--- config.mk ---
export PLATFORM = sky130hd
export DESIGN_NAME = hazard_control_unit
export DESIGN_NICKNAME = d
export VERILOG_FILES = /design/src/rtl/hazard_control_unit_pkg.sv /design/src/rtl/hazard_control_unit_forward_select.sv /design/src/rtl/hazard_control_unit.sv
export SDC_FILE = /design/constraint.sdc
export NUM_CORES = 1
export LEC_CHECK = 0
export ABC_AREA = 1
export CAP_MARGIN = 20
export CORE_UTILIZATION = 51
export DETAILED_ROUTE_END_ITERATION = 6
export GPL_TIMING_DRIVEN = 0
export PLACE_DENSITY = 0.81
export SYNTH_ARGS = -nofsm -noshare
export SYNTH_HDL_FRONTEND = slang
export SYNTH_HIERARCHICAL = 1
export SYNTH_SLANG_ARGS = --single-unit
--- constraint.sdc ---
create_clock -name clk -period 3.1 [get_ports clk]
set_input_delay 0.93 -clock clk [delete_from_list [all_inputs] [get_ports clk]]
set_output_delay 0.93 -clock clk [all_outputs]
set_load 0.01 [all_outputs]
--- src/rtl/hazard_control_unit_pkg.sv ---
// Shared types and constants for the pipeline hazard/sequencing unit.
package hazard_control_unit_pkg;

    typedef enum logic [1:0] {
        ST_RUN      = 2'd0,
        ST_MEM_WAIT = 2'd1,
        ST_HALT     = 2'd2
    } state_t;

    localparam logic [1:0] FWD_RF  = 2'b00;
    localparam logic [1:0] FWD_EX  = 2'b01;
    localparam logic [1:0] FWD_MEM = 2'b10;
    localparam logic [1:0] FWD_WB  = 2'b11;

    localparam logic [3:0] PC_TAG = 4'd15;

    typedef struct packed {
        logic [3:0] rd;
        logic       rf_en;
    } dst_t;

    function automatic logic [31:0] nop_word();
        return 32'h0000_0000;
    endfunction

endpackage

--- src/rtl/hazard_control_unit_forward_select.sv ---
// Per-operand bypass select: picks the youngest pending writer of a source tag.
module hazard_control_unit_forward_select
    import hazard_control_unit_pkg::*;
(
    input  logic [3:0] tag,
    input  logic       tag_valid,
    input  logic       ex_load,
    input  dst_t       ex,
    input  dst_t       mem,
    input  dst_t       wb,
    output logic [1:0] sel
);

    logic live;

    always_comb begin
        // r15 reads the PC, never a bypassed result
        live = tag_valid && (tag != PC_TAG);
        sel  = FWD_RF;
        if (live) begin
            if (ex.rf_en && !ex_load && (ex.rd == tag)) begin
                sel = FWD_EX;
            end else if (mem.rf_en && (mem.rd == tag)) begin
                sel = FWD_MEM;
            end else if (wb.rf_en && (wb.rd == tag)) begin
                sel = FWD_WB;
            end
        end
    end

endmodule

--- src/rtl/hazard_control_unit.sv ---
// Pipeline sequencer: stage enables, NOP insert, IF_ID flush, forwarding and
// data-memory wait handling with a timeout into a sticky halt.
module hazard_control_unit
    import hazard_control_unit_pkg::*;
#(
    parameter int MEM_TIMEOUT = 16,
    parameter int CNT_W       = 16
) (
    input  logic             clk,
    input  logic             reset,
    input  logic [3:0]       ID_rn,
    input  logic [3:0]       ID_rm,
    input  logic [3:0]       ID_rd,
    input  logic             ID_use_rn,
    input  logic             ID_use_rm,
    input  logic             ID_use_rd,
    input  logic             ID_branch_taken,
    input  logic [3:0]       EX_rd,
    input  logic [3:0]       MEM_rd,
    input  logic [3:0]       WB_rd,
    input  logic             EX_RF_enable,
    input  logic             MEM_RF_enable,
    input  logic             WB_RF_enable,
    input  logic             EX_load_instr,
    input  logic             MEM_DM_enable,
    input  logic             dm_ack,
    output logic             enable_pc,
    output logic             enable_if_id,
    output logic             enable_id_ex,
    output logic             enable_ex_mem,
    output logic             enable_mem_wb,
    output logic             sel_mux,
    output logic             flush_if_id,
    output logic [1:0]       fwd_a,
    output logic [1:0]       fwd_b,
    output logic [1:0]       fwd_c,
    output logic [CNT_W-1:0] stall_count,
    output logic [CNT_W-1:0] flush_count,
    output logic             halted
);

    localparam int WAIT_W = $clog2(MEM_TIMEOUT + 1);

    state_t            state_q, state_d;
    logic [WAIT_W-1:0] wait_q, wait_d, wait_inc;
    logic [CNT_W-1:0]  stall_q, stall_d;
    logic [CNT_W-1:0]  flush_q, flush_d;
    logic              halted_q, halted_d;

    logic [4:0] en;
    logic       sel, flush, run;
    logic       stall_inc, flush_inc;
    logic       load_use, mem_stall;
    logic [1:0] fa, fb, fc;
    dst_t       ex_dst, mem_dst, wb_dst;

    assign ex_dst  = '{rd: EX_rd,  rf_en: EX_RF_enable};
    assign mem_dst = '{rd: MEM_rd, rf_en: MEM_RF_enable};
    assign wb_dst  = '{rd: WB_rd,  rf_en: WB_RF_enable};

    hazard_control_unit_forward_select u_fwd_a (
        .tag(ID_rn), .tag_valid(ID_use_rn), .ex_load(EX_load_instr),
        .ex(ex_dst), .mem(mem_dst), .wb(wb_dst), .sel(fa)
    );

    hazard_control_unit_forward_select u_fwd_b (
        .tag(ID_rm), .tag_valid(ID_use_rm), .ex_load(EX_load_instr),
        .ex(ex_dst), .mem(mem_dst), .wb(wb_dst), .sel(fb)
    );

    hazard_control_unit_forward_select u_fwd_c (
        .tag(ID_rd), .tag_valid(ID_use_rd), .ex_load(EX_load_instr),
        .ex(ex_dst), .mem(mem_dst), .wb(wb_dst), .sel(fc)
    );

    assign load_use = EX_load_instr && EX_RF_enable &&
                      ((ID_use_rn && (EX_rd == ID_rn)) ||
                       (ID_use_rm && (EX_rd == ID_rm)) ||
                       (ID_use_rd && (EX_rd == ID_rd)));

    assign mem_stall = MEM_DM_enable && !dm_ack;

    always_comb begin
        state_d   = state_q;
        wait_d    = wait_q;
        halted_d  = halted_q;
        en        = 5'b11111;
        sel       = 1'b0;
        flush     = 1'b0;
        run       = 1'b0;
        stall_inc = 1'b0;
        flush_inc = 1'b0;
        wait_inc  = wait_q + WAIT_W'(1);

        unique case (state_q)
            ST_RUN: run = 1'b1;
            ST_MEM_WAIT: begin
                if (dm_ack) begin
                    run     = 1'b1;
                    state_d = ST_RUN;
                    wait_d  = '0;
                end else begin
                    en        = '0;
                    stall_inc = 1'b1;
                    wait_d    = wait_inc;
                    if (wait_inc == WAIT_W'(MEM_TIMEOUT)) begin
                        state_d  = ST_HALT;
                        halted_d = 1'b1;
                    end
                end
            end
            ST_HALT: begin
                en  = '0;
                sel = 1'b1;
            end
            default: state_d = ST_RUN;
        endcase

        // The entry cycle of a memory stall already counts as one wait cycle
        if (run) begin
            if (mem_stall) begin
                en        = '0;
                state_d   = ST_MEM_WAIT;
                wait_d    = WAIT_W'(1);
                stall_inc = 1'b1;
            end else if (load_use) begin
                en        = 5'b00111;
                sel       = 1'b1;
                stall_inc = 1'b1;
            end else if (ID_branch_taken) begin
                flush     = 1'b1;
                flush_inc = 1'b1;
            end
        end

        stall_d = (stall_inc && (stall_q != '1)) ? stall_q + CNT_W'(1) : stall_q;
        flush_d = (flush_inc && (flush_q != '1)) ? flush_q + CNT_W'(1) : flush_q;
    end

    always_ff @(posedge clk or negedge reset) begin
        if (!reset) begin
            state_q  <= ST_RUN;
            wait_q   <= '0;
            stall_q  <= '0;
            flush_q  <= '0;
            halted_q <= 1'b0;
        end else begin
            state_q  <= state_d;
            wait_q   <= wait_d;
            stall_q  <= stall_d;
            flush_q  <= flush_d;
            halted_q <= halted_d;
        end
    end

    assign {enable_pc, enable_if_id, enable_id_ex, enable_ex_mem, enable_mem_wb} =
        reset ? en : 5'b11111;
    assign sel_mux     = reset ? sel : 1'b0;
    assign flush_if_id = reset ? flush : 1'b0;
    assign fwd_a       = reset ? fa : FWD_RF;
    assign fwd_b       = reset ? fb : FWD_RF;
    assign fwd_c       = reset ? fc : FWD_RF;
    assign stall_count = stall_q;
    assign flush_count = flush_q;
    assign halted      = halted_q;

endmodule
Yosys cells after proc, flatten, opt, wreduce, memory -nomap -nowiden
Cells that the tools add are included.
- register bits: 40
- logic and storage cells: 101
- add/subtract/negate cells: 3
- equal/unequal tests: 17
- multiplexer cells: 47
- bitwise logic cells: 1
- reduce and logical (&&, ||, !) cells: 28
- operators by type and width (operator ; number):
    $mux W5 ; 9
    $mux W2 ; 19
    $eq A4 B4 Y1 ; 9
    $add A16 B1 Y16 const B ; 2
    $ne A16 B16 Y1 const B ; 2
    $logic_and A1 B1 Y1 ; 21
    $mux W1 ; 16
    $ne A4 B4 Y1 const B ; 3
    $pmux W5 S2 ; 1
    $add A5 B1 Y5 const B ; 1
    $eq A5 B5 Y1 const B ; 1
    $pmux W2 S2 ; 1
    $reduce_and A3 Y1 ; 1
    $eq A2 B1 Y1 const B ; 1
    $eq A2 B2 Y1 const B ; 1
    $logic_not A1 Y1 ; 2
    $logic_not A2 Y1 ; 1
    $logic_or A1 B1 Y1 ; 2
    $pmux W1 S2 ; 1
    $reduce_or A2 Y1 ; 1
    $not A1 Y1 ; 1

Logic depth before layout (Yosys ltp)
Gate-level depths: netlist of the first run.
- depth in word-level cells: 9
- mapped depth: 12

Cells and area by module
The synthesis of the first run kept the hierarchy.
- modules (own cells, without submodules) (module ; times used ; cells each ; area each (sq um) ; seq. area each (sq um)):
    hazard_control_unit ; 1 ; 399 ; 2788.9 ; 1001.0
    hazard_control_unit_forward_select ; 3 ; 55 ; 254.0 ; 0.0

Least setup slack after synthesis of the first run
Ideal clock, no wire load.
- kind: input to output
- from: input dm_ack
- to: output enable_pc
- arrival: 1992 ps
- required time: 2170 ps
- slack: 178 ps
- stages on the path: 10
- buffers on the path: 1
- path through: inv_1 > a21oi_2 > inv_1 > nor2_1 > nor2_1 > nand2_1 > nand2_1 > o21ai_0 > inv_1 > buf_4
- word-level cells in the longest chain between the ends: 6
- ends and longest elaborated chain (item ; RTL line ; RTL):
    from (decl) ; hazard_control_unit.sv:26 ; input logic dm_ack,
    $mux W5 ; hazard_control_unit.sv:98 ; if (dm_ack) begin
    $pmux W5 S2 ; hazard_control_unit.sv:95 ; unique case (state_q)
    $mux W5 ; hazard_control_unit.sv:126 ; end else if (load_use) begin
    $mux W5 ; hazard_control_unit.sv:121 ; if (mem_stall) begin
    $mux W5 (*) ; hazard_control_unit.sv:120 ; if (run) begin
    $mux W5 (*) ; hazard_control_unit.sv:157 ; reset ? en : 5'b11111;
    to (decl) ; hazard_control_unit.sv:27 ; output logic enable_pc,
Every way passes the cells marked *; elsewhere a longest branch is shown, timed or not.

Final worst setup path of the first run
- from: input dm_ack
- to: output enable_mem_wb
- word-level cells in the longest chain between the ends: 6
- ends and longest elaborated chain (item ; RTL line ; RTL):
    $mux W5 ; hazard_control_unit.sv:98 ;
    $pmux W5 S2 ; hazard_control_unit.sv:95 ;
    $mux W5 ; hazard_control_unit.sv:126 ;
    $mux W5 ; hazard_control_unit.sv:121 ;
    $mux W5 (*) ; hazard_control_unit.sv:120 ;
    $mux W5 (*) ; hazard_control_unit.sv:157 ;
    to (decl) ; hazard_control_unit.sv:31 ; output logic enable_mem_wb,
Marks and branches as above.

==> results of run 1 <==
registers in the layout (all words and copies together), names as in the netlist:
register	count
halted	1
wait_q	5
stall_count	16
flush_count	16
state_q	2
cell usage after synthesis (all sizes together), types with 3 or more instances:
cell	n	area share (%)
nand4	6	1.5
buf	8	2.2
o21ai	34	6.3
or2	7	1.2
nor3	11	2.3
nand3	51	7.9
dfrtp	40	28
inv	110	12
clkinv	3	0.32
a21oi	14	2.4
xor2	13	3.2
nand3b	5	1.1
nor2	52	6.0
o22ai	3	0.53
ha	3	1.1
xnor2	15	3.7
nand2	186	20
area by class of cell:
cell class                      count  share of cell area [%]
Timing Repair Buffer               98                   18.62
Clock inverter                      2                  0.2649
Clock buffer                        5                   1.457
Tap cell                           80                   2.119
Buffer                              8                   1.748
Sequential cell                    40                   21.19
Multi-Input combinational cell    402                   45.62
Inverter                          113                   8.980
kinds of logic after synthesis:
family                   Yosys count  synth area share [%]
adder cells (fa/ha/maj)            3                 1.057
flip-flops                        40                 28.19
AND/OR/NAND/NOR                  318                 39.92
buffers and inverters            122                 14.27
XOR/XNOR                          28                 6.906
AO/OA/AOI/OAI                     53                 9.655
power breakdown:
group          total (mW)  switching (mW)  internal (mW)  leakage, nW
Clock               0.345           0.193          0.153       0.0400
Combinational       0.615           0.319          0.297         1.84
Sequential          0.672          0.0896          0.583        0.538
routing by layer:
metal	vias up	part of all wire, %	track usage (%)
li1	1928	-	-
met1	1823	41	33.25
met2	188	50	48.73
met3	32	6.6	3.599
met4	0	2.6	10.61
met5	-	0	0
worst paths after layout:
kind / from / endpoint / slack [ns]
worst min register to register: halted$_DFFE_PN0P_ / halted$_DFFE_PN0P_ / 0.48
worst min-delay path: halted$_DFFE_PN0P_ / halted$_DFFE_PN0P_ / 0.48
worst max register to register: state_q[0]$_DFF_PN0_ / stall_count[10]$_DFFE_PN0P_ / 0.64
worst max-delay path: dm_ack / enable_mem_wb / 0.04
max in group asynchronous: reset / state_q[0]$_DFF_PN0_ / 2.27
min in group asynchronous: reset / flush_count[7]$_DFFE_PN0P_ / 0.60
per-stage QoR:
step                std cells  setup slack, ns  hold slack, ns
floorplan                 564           0.1782          0.4868
global placement          725           -1.989          0.4460
detailed placement        726           -1.068          0.4602
CTS                       745        0.0002551          0.4793
global route              748         -0.02263          0.4885
finish                    748          0.04228          0.4782
worst max-delay path: cells and delay by family:
| kind | cells | cell delay, ns |
|---|---|---|
| buffers and inverters | 5 | 0.70 |
| AO/OA/AOI/OAI | 1 | 0.15 |
| AND/OR/NAND/NOR | 4 | 0.35 |
timing repair:
item,4_1_cts,5_1_grt
endpoints found under the hold margin,0,0
gates cloned,0,1
setup endpoints to repair,13,29
buffers inserted,13,2
gates resized for setup,155,59
pin swaps,10,13
==> flow_metrics.tcl, run 1 <==
set metrics [dict create \
    slew_headroom_pct 74.87 \
    endpoint_kind "primary output" \
    crit_slowest_cell "clkdlybuf4s15_1" \
    chipHeight_um 85.44 \
    postCtsHoldBufs 0 \
    cts_buffers 5 \
    drv_cap 0 \
    rows 30 \
    synth_cell_type_count 33 \
    max_clock_freq_ghz 0.3270 \
    cp.arrival_ns 2.13 \
    gp_congestion 0.9573 \
    r2r_cells 17 \
    drc_errors 0 \
    worst_pin_slew_ns 0.3731 \
    cts_sinks 40 \
    required_ns 2.17 \
    pwr_density_cell_nw_per_um2 345.8 \
    place_area_um2 4477 \
    fin_crit_sh_pct 98.64 \
    peakVddDrop_mv 0.1541 \
    synth-edff-count 0 \
    hp-class "reg -> reg" \
    multi_input_area_um2 2155 \
    yosysSeqAreaShare_pct 28.19 \
    die_area_um2 7300 \
    tns_ns 0 \
    antenna_found_initial 0 \
    vias 3971 \
    gr-usage-all-layers_pct 27.29 \
    synth_nets 603 \
    layout-drive-gt1-share_pct 20.21 \
    critPathMaxStageDelay_ns 0.23 \
    start_kind "input port" \
    synth.avg_cell_area_um2 6.296 \
    postRouteAntennaNets 0 \
    synth_warnings 6 \
    fin_nets 707 \
    final_cell_mix "nand2_1 (178), inv_1 (96), nor2_1 (42), nand3_1 (42), dfrtp_1 (40)" \
    grt_pass1_wl_um 16070 \
    leakagePower_nw 2.419 \
    ys_ff_latch 40 \
    antenna_cells 0 \
    fin_util_pct 69.91 \
    firstDrtPassIters 5 \
    whs_path_depth 2 \
    grt_pass1_vias 3762 \
    final_common_cell "nand2_1" \
    htreeDepth 2 \
    start_util_pct 52.56 \
    area_growth_pct 33.02 \
    viasPerCell 5.309 \
    path_cells "dlygate4sd2_1 -> inv_2 -> a21oi_4 -> inv_2 -> nor2_4 -> nor2_4 -> nand2_2 -> nand2_4 -> buf_4 -> clkdlybuf4s15_1" \
    synthesis.area_um2 3551 \
    io_pins 82 \
    fp.coreArea_um2 6756 \
    drt-total-wl_um 10040 \
    synthFlopType "dfrtp_1" \
    crit_type "in -> out" \
    numPortBuffers 81 \
    fill_cells 575 \
    initialDrtViolationCount 232 \
    outcome "finished clean" \
    skew_ns 0.005704 \
    final-max-slew-violation-count 0 \
    path_max_fanout 4 \
    cts_max_path_buffers 2 \
    grt_max_degree 49 \
    setup_viol 0 \
    finalCriticalPeriod_ns 3.058 \
    die_w_um 85.44 \
    cts_tree "yes" \
    seq_area_um2 1001 \
    hold_viol_final 0 \
    dpl.hpwl_um 7228 \
    grt_overflow 0 \
    cts-root-buf "clkbuf_8" \
    clock_latency_ns 0.30 \
    wire_per_inst_um 13.43 \
    design_area_um2 4723 \
    power_mw 1.633 \
    syn_inst 564 \
    path_clk_slew_ns 0.08 \
    async_reset_ff_share_pct 100.0 \
]
(Power assumes the default switching activity.)
==> inputs of run 2 (changes only) <==
--- a/config.mk
+++ b/config.mk
@@ -7,11 +7,10 @@
 export LEC_CHECK = 0
 export ABC_AREA = 1
 export CAP_MARGIN = 20
-export CORE_UTILIZATION = 51
+export CORE_UTILIZATION = 49
 export DETAILED_ROUTE_END_ITERATION = 6
-export GPL_TIMING_DRIVEN = 0
+export HOLD_SLACK_MARGIN = 0.12
 export PLACE_DENSITY = 0.81
 export SYNTH_ARGS = -nofsm -noshare
 export SYNTH_HDL_FRONTEND = slang
-export SYNTH_HIERARCHICAL = 1
 export SYNTH_SLANG_ARGS = --single-unit
==> flow_metrics.tcl, run 2 <==
set metrics [dict create \
    syn_inst 478 \
    layout-drive-gt1-share_pct 24.83 \
    synth_largest_area_cell "dfrtp_1" \
    peakVddDrop_mv 0.4304 \
    finalCriticalPeriod_ns 3.077 \
    crit_start "ID_rn[0]" \
    cts_sinks 40 \
    numPortBuffers 81 \
    crit_slowest_cell "nor4_2" \
    fin_cells 679 \
    fill_cells 484 \
    synthFlopType "dfrtp_1" \
    postCtsHoldBufs 0 \
    cp.arrival_ns 2.15 \
    multi_input_area_um2 1892 \
    cts-root-buf "clkbuf_8" \
    clock_latency_ns 0.29 \
    fin_nets 642 \
    io_pins 82 \
    die_w_um 81.44 \
    synth_nets 517 \
    worst_pin_slew_ns 0.5033 \
    grt_max_degree 41 \
    seq_area_um2 1001 \
    leakagePower_nw 2.131 \
    max_clock_freq_ghz 0.3250 \
    viasPerCell 5.200 \
    gr-usage-all-layers_pct 27.44 \
    final-max-slew-violation-count 0 \
    crit_type "in -> out" \
    synthesis.area_um2 3092 \
    drt-total-wl_um 8919 \
    reg2reg_setup_slack_ns 1.01 \
    postRouteAntennaNets 0 \
    drv_cap 0 \
    cts_max_path_buffers 2 \
    gp_congestion 0.9217 \
    htreeDepth 2 \
    hold_start "halted$_DFFE_PN0P_" \
    endpoint_kind "primary output" \
    synth_cell_type_count 33 \
    path_delay_family "buffers and inverters" \
    yosysMostFrequentCell "nand2_1" \
    fin_crit_sh_pct 99.27 \
    area_growth_pct 42.94 \
    synthTopCellsByCount "nand2_1 (142), inv_1 (72), nor2_1 (51), nand3_1 (46), dfrtp_1 (40)" \
    path_max_fanout 3 \
    setup_viol 0 \
    async_reset_ff_share_pct 100.0 \
    cts_buffers 5 \
    outcome "finished clean" \
    start_util_pct 51.61 \
    synth-edff-count 0 \
    dp.cells 665 \
    cts_tree "yes" \
    path_cells "clkdlybuf4s15_2 -> inv_2 -> nor2_1 -> nor4_2 -> buf_4 -> nand4_1 -> a21oi_2 -> buf_2" \
    synth_warnings 0 \
    yosysSeqAreaShare_pct 32.38 \
    hold_viol_final 0 \
    final_common_cell "nand2_1" \
    start_kind "input port" \
    final_cell_mix "nand2_1 (139), inv_1 (58), buf_4 (44)" \
    grt_overflow 0 \
    grt_pass1_vias 3316 \
    hp-class "reg -> reg" \
    path_clk_slew_ns 0.08 \
    synth.avg_cell_area_um2 6.468 \
    synthTopCellsByArea "dfrtp_1 (32%), nand2_1 (17%), inv_1 (8.7%)" \
    fin_util_pct 73.77 \
    skew_ns 0.01028 \
    ys_ff_latch 40 \
    crit_buf_inv 4 \
    dpl.hpwl_um 6650 \
    rows 28 \
    rsz0062_at_grt "yes" \
    die_area_um2 6632 \
    fp.coreArea_um2 5991 \
    critPathMaxStageDelay_ns 0.29 \
    firstDrtPassIters 5 \
    antenna_found_initial 0 \
    slew_headroom_pct 66.44 \
    r2r_start "stall_count[0]$_DFFE_PN0P_" \
    vias 3531 \
    drc_errors 0 \
    pwr_density_cell_nw_per_um2 388.9 \
    holdWs_ns 0.4912 \
    required_ns 2.17 \
    chipHeight_um 81.44 \
    wire_per_inst_um 13.14 \
    yosysTopAreaCellShare_pct 32.38 \
    antenna_cells 0 \
    initialDrtViolationCount 154 \
    grt_pass1_wl_um 14230 \
]
-- run 2: cell families after synthesis --
group / synth area share [%]
AOI/OAI and AO/OA: 9.268
xor gates and xnor gates: 6.232
adders and majority gates: 1.214
buffers and inverters: 11.25
DFF: 32.38
and+or+nand+nor: 39.66
-- run 2: repair_timing --
item                       4_1_cts  5_1_grt
cloned                           0        0
buffers inserted                 5        1
pin swaps                       22       17
resized for setup              137       41
setup endpoints to repair       13       10
-- run 2: stage by stage --
stage	power [mW]	TNS, ns	instance area [um^2]	setup WS, ns
global placement	1.244	-8.252	4238	-0.8065
CTS	1.716	-0.009076	4405	-0.008759
finish	1.719	0	4419	0.02264
global route	1.821	-0.03353	4419	-0.01760
floorplan	0.9592	0	3092	0.1362
detailed placement	1.259	-8.160	4238	-0.8080
-- run 2: cell type report --
class / instances / share of cell area (%)
Inverter: 73 / 6.200
Clock inverter: 2 / 0.8777
Timing Repair Buffer: 128 / 23.47
Sequential cell: 40 / 22.65
Multi-Input combinational cell: 355 / 42.81
Clock buffer: 6 / 1.869
Tap cell: 75 / 2.123
-- run 2: worst reg2reg max path, cell delays in order (launching register included) --
cell	delay, ns
dfrtp_1	0.43
ha_1	0.25
nand3_1	0.16
nor2_1	0.14
and2_1	0.19
nand3_1	0.37
and3_1	0.31
nand3_1	0.08
nand2_1	0.06
-- run 2: final timing paths --
kind | endpoint | depth (start not counted)
max | fwd_a[0] | 8
min in group asynchronous | stall_count[13]$_DFFE_PN0P_ | 2
max reg2reg | stall_count[8]$_DFFE_PN0P_ | 8
min reg2reg | halted$_DFFE_PN0P_ | 2
min | halted$_DFFE_PN0P_ | 2
max in group asynchronous | flush_count[11]$_DFFE_PN0P_ | 2
-- run 2: power breakdown --
| group | switching [mW] | total (mW) | internal (mW) |
|---|---|---|---|
| Combinational | 0.300 | 0.596 | 0.296 |
| Clock | 0.184 | 0.448 | 0.263 |
| Sequential | 0.0910 | 0.675 | 0.584 |
-- run 2: metal layers --
| metal | track usage (%) | part of all wire [%] | vias to the layer above |
|---|---|---|---|
| li1 | - | - | 1772 |
| met1 | 34.22 | 44 | 1619 |
| met2 | 48.08 | 48 | 122 |
| met3 | 4.111 | 5.9 | 18 |
| met4 | 9.286 | 1.7 | 0 |
| met5 | 0 | 0 | - |
==> inputs of run 3 (changes only) <==
--- a/config.mk
+++ b/config.mk
@@ -7,10 +7,10 @@
 export LEC_CHECK = 0
 export ABC_AREA = 1
 export CAP_MARGIN = 20
-export CORE_UTILIZATION = 49
+export CORE_UTILIZATION = 53
 export DETAILED_ROUTE_END_ITERATION = 6
 export HOLD_SLACK_MARGIN = 0.12
-export PLACE_DENSITY = 0.81
+export PLACE_DENSITY = 0.86
 export SYNTH_ARGS = -nofsm -noshare
 export SYNTH_HDL_FRONTEND = slang
 export SYNTH_SLANG_ARGS = --single-unit
==> constraint.sdc (replaced) <==
create_clock -name clk -period 3.9 [get_ports clk]
set_input_delay 1.17 -clock clk [delete_from_list [all_inputs] [get_ports clk]]
set_output_delay 1.17 -clock clk [all_outputs]
set_load 0.01 [all_outputs]
==> flow_metrics.tcl, run 3 (synthesis results as in run 2) <==
set metrics [dict create \
    cts_sinks 40 \
    grt_max_degree 41 \
    chipHeight_um 78.38 \
    crit_start "ID_rd[1]" \
    grt_overflow 0 \
    path_clk_slew_ns 0.08 \
    cts_max_path_buffers 2 \
    htreeDepth 2 \
    postRouteAntennaNets 0 \
    cts-root-buf "clkbuf_8" \
    path_cells "dlygate4sd2_1 -> inv_2 -> nor2_1 -> nor4_2 -> buf_4 -> nand4_1 -> a21oi_2 -> clkdlybuf4s15_2" \
    crit_slowest_cell "nor4_2" \
    power_mw 1.254 \
    fin_nets 631 \
    grt_pass1_wl_um 15090 \
    start_util_pct 55.47 \
    slew_headroom_pct 62.34 \
    clock_latency_ns 0.29 \
    fin_crit_sh_pct 98.90 \
    endpoint_kind "primary output" \
    pre_cts_ws_ns -0.5401 \
    drv_cap 0 \
    fill_cells 449 \
    grt_pass1_vias 3325 \
    final_common_cell "nand2_1" \
    cts_tree "yes" \
    fp.coreArea_um2 5574 \
    worst_pin_slew_ns 0.5643 \
    r2r_start "stall_count[0]$_DFFE_PN0P_" \
    crit_type "in -> out" \
    path_max_fanout 4 \
    antenna_found_initial 0 \
    crit_buf_inv 4 \
    skew_ns 0.007845 \
    firstDrtPassIters 5 \
    pwr_density_cell_nw_per_um2 291.4 \
    critPathMaxStageDelay_ns 0.41 \
    gp_congestion 0.8619 \
    die_area_um2 6143 \
    io_pins 82 \
    hp-class "reg -> reg" \
    vias 3520 \
    drc_errors 0 \
    viasPerCell 5.301 \
    setup_viol 0 \
    antenna_cells 0 \
    cp.arrival_ns 2.69 \
    outcome "finished clean" \
    initialDrtViolationCount 224 \
    finalCriticalPeriod_ns 3.857 \
    dpl.hpwl_um 7039 \
    die_w_um 78.38 \
    numPortBuffers 81 \
    hold_start "halted$_DFFE_PN0P_" \
    hold_viol_final 0 \
    max_clock_freq_ghz 0.2593 \
    drt-total-wl_um 9446 \
    layout-drive-gt1-share_pct 14.70 \
    leakagePower_nw 2.066 \
    path_delay_family "buffers and inverters" \
    start_kind "input port" \
    area_growth_pct 39.21 \
    required_ns 2.73 \
    final-max-slew-violation-count 0 \
    final_cell_mix "nand2_1 (142), inv_1 (68), clkdlybuf4s50_1 (46)" \
    fin_ws_ns 0.04290 \
    rows 27 \
    peakVddDrop_mv 0.2779 \
    wire_per_inst_um 14.23 \
    postCtsHoldBufs 0 \
    gr-usage-all-layers_pct 31.48 \
    cts_buffers 5 \
]
[run 3: changes by cell type in the layout (fill, tap and decap cells not counted), moves of 8 or more]
cell           change
dlygate4sd2_1     +20
buf_2             -17
inv_1             +10
inv_2             -10
clkbuf_2           -9
buf_4              -8
[run 3: metrics by stage]
step                instance area (um^2)  hold WS (ns)  cells  setup TNS, ns  utilization, %
floorplan                           3092        0.4868    478              0               -
global placement                    4177        0.4538    656         -4.072           74.93
detailed placement                  4177        0.4569    656         -4.303           74.93
CTS                                 4277        0.4792    663              0           76.72
global route                        4304        0.4899    664       -0.03035           77.22
finish                              4304        0.4768    664              0           77.22
[run 3: final timing paths]
kind	slack [ns]	cells past startpoint	to
max in group asynchronous	2.41	2	flush_count[14]$_DFFE_PN0P_
max	0.04	8	fwd_c[0]
min	0.48	2	halted$_DFFE_PN0P_
min in group asynchronous	1.12	2	wait_q[0]$_DFF_PN0_
max reg2reg	1.78	8	stall_count[3]$_DFFE_PN0P_
min reg2reg	0.48	2	halted$_DFFE_PN0P_
[run 3: final cells by class]
type                            instances  area [um^2]  share of cell area, %
Clock buffer                            5        68.82                  1.599
Clock inverter                          2        12.51                 0.2907
Inverter                               73        274.0                  6.366
Multi-Input combinational cell        355         1818                  42.24
Sequential cell                        40         1001                  23.26
Tap cell                               72        90.09                  2.093
Timing Repair Buffer                  117         1040                  24.16
[run 3: where the power goes]
group          total (mW)  leakage (nW)  internal [mW]  switching (mW)
Combinational       0.450          1.49          0.222           0.228
Sequential          0.537         0.538          0.464          0.0728
Clock               0.267        0.0400          0.121           0.146
[run 3: repair_timing]
| action | 4_1_cts | 5_1_grt |
|---|---|---|
| pin swaps | 3 | 5 |
| endpoints found under the setup margin | 13 | 10 |
| resized for setup | 59 | 12 |
| gates cloned | 0 | 0 |
| setup buffers | 0 | 1 |
[run 3: metal layers]
metal	vias up	global-route usage [%]	wire length, um	part of all wire (%)
li1	1753	-	-	-
met1	1603	37.29	4041	43
met2	144	56.75	4636	49
met3	20	5.930	560	5.9
met4	0	10.74	207	2.2
met5	-	0	0	0
[run 3: worst register-to-register path, cell delays in order (launching register included)]
cell and delay, ns:
dfrtp_1 0.41, ha_1 0.22, nand3_1 0.16, nor2_1 0.16, and2_1 0.20, nand3_1 0.37, nand2_2 0.36, nand2_1 0.08
nand2_1 0.08
